### config.mk
export PLATFORM = sky130hd
export DESIGN_NAME = axis_downsizer
export DESIGN_NICKNAME = d
export VERILOG_FILES = /design/src/rtl/axis_downsizer.sv
export SDC_FILE = /design/constraint.sdc
export NUM_CORES = 1
export LEC_CHECK = 0
export BUFFER_PORTS_ARGS = -buffer_cell sky130_fd_sc_hd__buf_2
export CAP_MARGIN = 10
export CORE_ASPECT_RATIO = 0.5
export CORE_MARGIN = 3
export CORE_UTILIZATION = 58
export DETAILED_ROUTE_END_ITERATION = 10
export PLACE_DENSITY = 0.93
export SLEW_MARGIN = 30
export SYNTH_ARGS = -nofsm -noshare
export SYNTH_HDL_FRONTEND = slang
export SYNTH_SLANG_ARGS = --single-unit
### constraint.sdc
create_clock -name clock -period 5 [get_ports clock]
set_input_delay 0.25 -clock clock [delete_from_list [all_inputs] [get_ports clock]]
set_output_delay 0.25 -clock clock [all_outputs]
set_load 0.05 [all_outputs]
### src/rtl/axis_downsizer.sv
// axis_downsizer - splits each WIDTH*RATIO input word into RATIO WIDTH-bit output transfers.
// Define AXIS_DOWNSIZER_MSB_FIRST_EN to emit the most significant slice first.
module axis_downsizer #(
  parameter int WIDTH = 8,
  parameter int RATIO = 4
) (
  input  logic                       clock,
  input  logic                       resetn,
  input  logic [WIDTH*RATIO-1:0]     idata,
  input  logic                       ilast,
  input  logic                       ivalid,
  output logic                       iready,
  output logic [WIDTH-1:0]           odata,
  output logic                       olast,
  output logic                       ovalid,
  input  logic                       oready,
  output logic [$clog2(RATIO)-1:0]   phase
);

  localparam int WW = WIDTH * RATIO;
  localparam int PW = $clog2(RATIO);
  localparam logic [PW-1:0] LAST_CNT = PW'(RATIO - 1);

  logic              r_ovalid;
  logic              r_olast;
  logic [WIDTH-1:0]  r_odata;
  logic [PW-1:0]     r_phase;
  logic [PW-1:0]     r_remaining;
  logic              r_last;
  logic [WW-1:0]     r_shift;
  logic              r_iready;
  logic [WW-1:0]     r_buf_data;
  logic              r_buf_last;

  logic              w_free;
  logic              w_accept;
  logic              w_take_shift;
  logic              w_take_buf;
  logic              w_take_in;
  logic              w_capture;
  logic [WW-1:0]     w_src;
  logic              w_src_last;
  logic [WIDTH-1:0]  w_shift_slice;
  logic [WW-1:0]     w_shift_next;
  logic [WIDTH-1:0]  w_src_slice;
  logic [WW-1:0]     w_src_next;

  assign w_free       = !r_ovalid || oready;
  assign w_accept     = ivalid && r_iready;
  assign w_take_shift = w_free && (r_remaining != '0);
  assign w_take_buf   = w_free && (r_remaining == '0) && !r_iready;
  assign w_take_in    = w_free && (r_remaining == '0) && r_iready && w_accept;
  assign w_capture    = w_accept && !w_take_in;

  // A full buffer always wins over the input, and iready is low then anyway.
  assign w_src      = r_iready ? idata : r_buf_data;
  assign w_src_last = r_iready ? ilast : r_buf_last;

`ifdef AXIS_DOWNSIZER_MSB_FIRST_EN
  assign w_shift_slice = r_shift[WW-1 -: WIDTH];
  assign w_shift_next  = r_shift << WIDTH;
  assign w_src_slice   = w_src[WW-1 -: WIDTH];
  assign w_src_next    = w_src << WIDTH;
`else
  assign w_shift_slice = r_shift[WIDTH-1:0];
  assign w_shift_next  = r_shift >> WIDTH;
  assign w_src_slice   = w_src[WIDTH-1:0];
  assign w_src_next    = w_src >> WIDTH;
`endif

  always_ff @(posedge clock or negedge resetn) begin
    if (!resetn) begin
      r_ovalid    <= 1'b0;
      r_olast     <= 1'b0;
      r_phase     <= '0;
      r_remaining <= '0;
      r_last      <= 1'b0;
      r_iready    <= 1'b1;
    end else begin
      if (w_take_shift) begin
        r_ovalid    <= 1'b1;
        r_remaining <= r_remaining - PW'(1);
        r_phase     <= r_phase + PW'(1);
        r_olast     <= r_last && (r_remaining == PW'(1));
      end else if (w_take_buf || w_take_in) begin
        r_ovalid    <= 1'b1;
        r_remaining <= LAST_CNT;
        r_phase     <= '0;
        r_last      <= w_src_last;
        r_olast     <= 1'b0;
      end else if (w_free) begin
        r_ovalid    <= 1'b0;
        r_olast     <= 1'b0;
      end

      if (w_capture) begin
        r_iready <= 1'b0;
      end else if (w_take_buf) begin
        r_iready <= 1'b1;
      end
    end
  end

  // Datapath registers carry no reset; valid/remaining qualify them.
  always_ff @(posedge clock) begin
    if (w_take_shift) begin
      r_odata <= w_shift_slice;
      r_shift <= w_shift_next;
    end else if (w_take_buf || w_take_in) begin
      r_odata <= w_src_slice;
      r_shift <= w_src_next;
    end
    if (w_capture) begin
      r_buf_data <= idata;
      r_buf_last <= ilast;
    end
  end

  assign iready = r_iready;
  assign odata  = r_odata;
  assign olast  = r_olast;
  assign ovalid = r_ovalid;
  assign phase  = r_phase;

endmodule

[After elaboration in Yosys (flattened, before gate mapping)]
Index checks and enable logic that the tools add are counted.
Word-level totals
  bits of input ports: 37
  register bits: 73
  word-level logic and storage cells: 51
Cells by class
  eq/ne operators: 1
  reductions and logical operators: 19
  bitwise operators: 1
  multiplexer cells: 17
  add/sub/neg operators: 2
Operators by type and width (count)
  2-to-1 mux 32 bit: 1
  2-to-1 mux 24 bit: 1
  2-to-1 mux 16 bit: 1
  2-to-1 mux 8 bit: 2
  logical AND 1 bit: 8
  2-to-1 mux 1 bit: 8
  2-to-1 mux 2 bit: 4
  nonzero test 2 bit: 3
  logical NOT 1 bit: 3
  nonzero test 3 bit: 1
  adder 2 x 1 -> 2 bit (second input constant): 1
  equality test 2 x 1 -> 1 bit (second input constant): 1
  logical NOT 2 bit: 1
  logical OR 1 bit: 2
  AND reduction 2 bit: 1
  subtractor 2 x 1 -> 2 bit (second input constant): 1
  NOT 1 bit: 1

[Depth between registers and ports, before layout]
  depth after elaboration: 8
  gate-level depth with buffers: 7
  mapped depth without buffers: 5

[Least setup slack after synthesis]
No wires, ideal clock.
  path type: register to register
  start point: reg r_iready (netlist: iready)
  end point: reg r_buf_data[0], enable pin
  data arrival time: 1.923 ns
  buffers on the path: 2
  period minus slack after synthesis: 2.317 ns
  stages on the path, launching flop included: 4
  setup time: 0.393 ns
  required time: 4.607 ns
  path slack: 2.683 ns
  cells stage by stage: dfstp_2 buf_6 buf_4 and3_1
On the way
  word-level cells in the longest chain between the ends: 4
RTL lines
  from (decl): line 31  | logic r_iready;
  from (signal assigned): line 78  | r_iready <= 1'b1;
  from (signal assigned): line 97  | r_iready <= 1'b0;
  from (signal assigned): line 99  | r_iready <= 1'b1;
  logical AND 1 bit, on equally long branches: line 52, 49
  logical AND 1 bit: line 52  | assign w_take_in = w_free && (r_remaining == '0) && r_iready && w_accept;
  logical NOT 1 bit: line 53  | assign w_capture = w_accept && !w_take_in;
  logical AND 1 bit (*): line 53
  to (signal assigned): line 114  | r_buf_data <= idata;
  to (decl): line 32  | logic [WW-1:0] r_buf_data;
Every way passes the cells marked *; elsewhere a longest branch is shown, timed or not.
A chain may end at the register's enable or synchronous reset.

[Worst setup path after layout]
  start point: reg r_iready (netlist: iready)
  end point: reg r_buf_data[23], enable pin
Same word-level chain as after synthesis.

==> out/qor.yml <==
worstPathArrival_ns: 2.52
hold_viol: 0
synth.avg_cell_area_sq_um: 14.8
instances_no_fill: 331
cp_max_fo: 37
fin_area_sq_um: 3540
gp_congestion: 0.734
initial_core_util_pct: 61.1
drtIter0Drc: 186
grt_pass1_vias: 1908
dpl.hpwl_um: 3650
grt_overflow: 0
synth_area_sq_um: 3070
post_dp_cell_area_sq_um: 3320
finalSetupViolations: 0
path_clk_slew_ns: 0.08
antenna_found_initial: 0
ant_nets: 0
final_nets: 295
multi_input_area_sq_um: 807
syn-instance-count: 207
power_mw: 1.74
rsz0062_at_grt: "false"
cp.required_ns: 5.03
core_region_area_sq_um: 5020
p_leak_nw: 1.29
tightest_slew_ns: 0.824
fillCellCount: 295
track_usage_pct: 20.2
dr.pass1.iters: 6
end_kind: "flip-flop"
worst-setup-path-type: "reg -> reg"
max_freq_ghz: 0.402
postCtsSetupBuffers: 0
slew_viol_final: 0
relSlewSlack_pct: 45.1
placed_cells: 314
grt_pass1_wl_um: 9390
drive_above_1_share_pct: 28.4
num_vias: 1924
area_growth_pct: 15.3
root_buffer: "clkbuf_8"
post_drt_via_cell_ratio: 5.81
start_kind: "flip-flop"
vdd_ir_drop_max_uv: 223
fin_crit_ns: 2.49
layout_commonest_cell: "edfxtp_1"
ff_latch_area_sq_um: 2160
yosysUniqueCellTypes: 31
mostFrequentLayoutCells: "edfxtp_1, buf_2, mux2i_1, nand3_1, o21ai_1"
grt_max_degree: 38
dieArea_sq_um: 6250
tritoncts: "yes"
antenna_cells: 0
hold_buffers: 1
status: "finished, final reports clean"
ys_seq_area_share_pct: 70.2
hold_slack_ns: 0.0860
clk_latency_ns: 0.35
clock_sinks: 73
drv_cap: 0
drc_errors: 0
post-route-period-util_pct: 49.7
ys.warnings.count: 0
cts_resized: 0
die_y_um: 57.4
cts_buffer_depth: 2
die_w_um: 109
syn-num-nets: 246
io_pins: 50
wirelength_um: 5900
p_per_area_nw_per_um2: 491
fin_skew_ns: 0.0104
fin_setup_tns_ns: 0
rows: 18
io_buffer_count: 49
cts_made_buffers: 9
wl_per_cell_um: 17.8
hold_path.class: "in -> reg"
htree_levels: 3
ys_ff_latch: 73
## report_power, final
group | internal [mW] | switching [mW] | leakage [nW]
combinational | 0.142 | 0.266 | 0.491
clock | 0.231 | 0.219 | 0.0847
sequential | 0.800 | 0.0775 | 0.711
total | 1.17 | 0.562 | 1.29
## worst paths after layout
path / start / to / slack [ns] / depth (start not counted)
max reg2reg: iready / r_buf_data[23] / 2.51 / 2
min reg2reg: olast / olast / 0.49 / 2
min: idata[11] / r_buf_data[11] / 0.09 / 1
min in group asynchronous: resetn / ovalid / 0.27 / 2
max: iready / r_buf_data[23] / 2.51 / 2
max in group asynchronous: resetn / iready / 4.49 / 2
## flip-flops by register name, indices dropped and copies added, names as in the netlist
register and cells:
r_buf_data 32, odata 8, r_shift 24, olast 1, r_buf_last 1, ovalid 1, phase 2, r_remaining 2
iready 1, r_last 1
## critical path, cell delays in order (launching register included)
cell and delay [ns]:
dfstp_4 0.98, and3_1 0.80, buf_4 0.38
## final cells by class
type	instances	share of cell area, %
clock inverter	6	1.95
tap	70	2.48
inverter	3	0.318
timing repair buffer	52	7.85
sequential	73	61.0
clock buffer	10	3.61
multi-input combinational	117	22.8
## layer usage
layer	share of wire, %	wire [um]	vias up	track usage [%]
met1	43	2520	933	26.9
met3	7.7	457	13	6.67
li1	-	-	875	-
met2	48	2830	103	31.3
met4	1.8	105	0	7.73
met5	0	0	-	0
## metrics by stage
step	util, %	setup slack [ns]
after floorplan	-	2.68
after global placement	65.9	2.39
after detailed placement	66.2	2.25
after CTS	70.3	2.22
after global routing	70.4	2.40
final	70.4	2.51
## cells in the mapped netlist
cell type | number | area share [%]
o21ai_1 | 21 | 3.4
inv_2 | 1 | 0.12
clkbuf_4 | 2 | 0.49
o21ai_0 | 5 | 0.82
mux2i_1 | 32 | 10
a32oi_1 | 1 | 0.29
o31ai_1 | 1 | 0.24
ha_1 | 2 | 0.82
buf_4 | 5 | 1.2
clkbuf_1 | 2 | 0.24
mux2_2 | 1 | 0.37
edfxtp_1 | 65 | 64
nor2_1 | 8 | 0.98
a21oi_4 | 1 | 0.53
o21bai_1 | 1 | 0.24
a2bb2oi_2 | 1 | 0.49
nor2_4 | 1 | 0.37
nor2b_1 | 1 | 0.20
nand2b_1 | 3 | 0.61
and3_1 | 2 | 0.41
dfstp_2 | 1 | 0.86
nand3_1 | 26 | 4.2
inv_1 | 2 | 0.24
nor3_1 | 2 | 0.33
nand4b_1 | 1 | 0.29
buf_2 | 3 | 0.49
a21oi_1 | 2 | 0.33
and2b_4 | 1 | 0.33
nand2_1 | 4 | 0.49
buf_6 | 2 | 0.73
dfrtp_1 | 7 | 5.7
## cells by family after synthesis
logic type,synth area share (%)
AOI/OAI and AO/OA,6.36
adders and majority gates,0.816
buffers and inverters,3.55
DFF,70.2
muxes,10.8
and+or+nand+nor,8.24
Power figures use the tool's default switching activity.
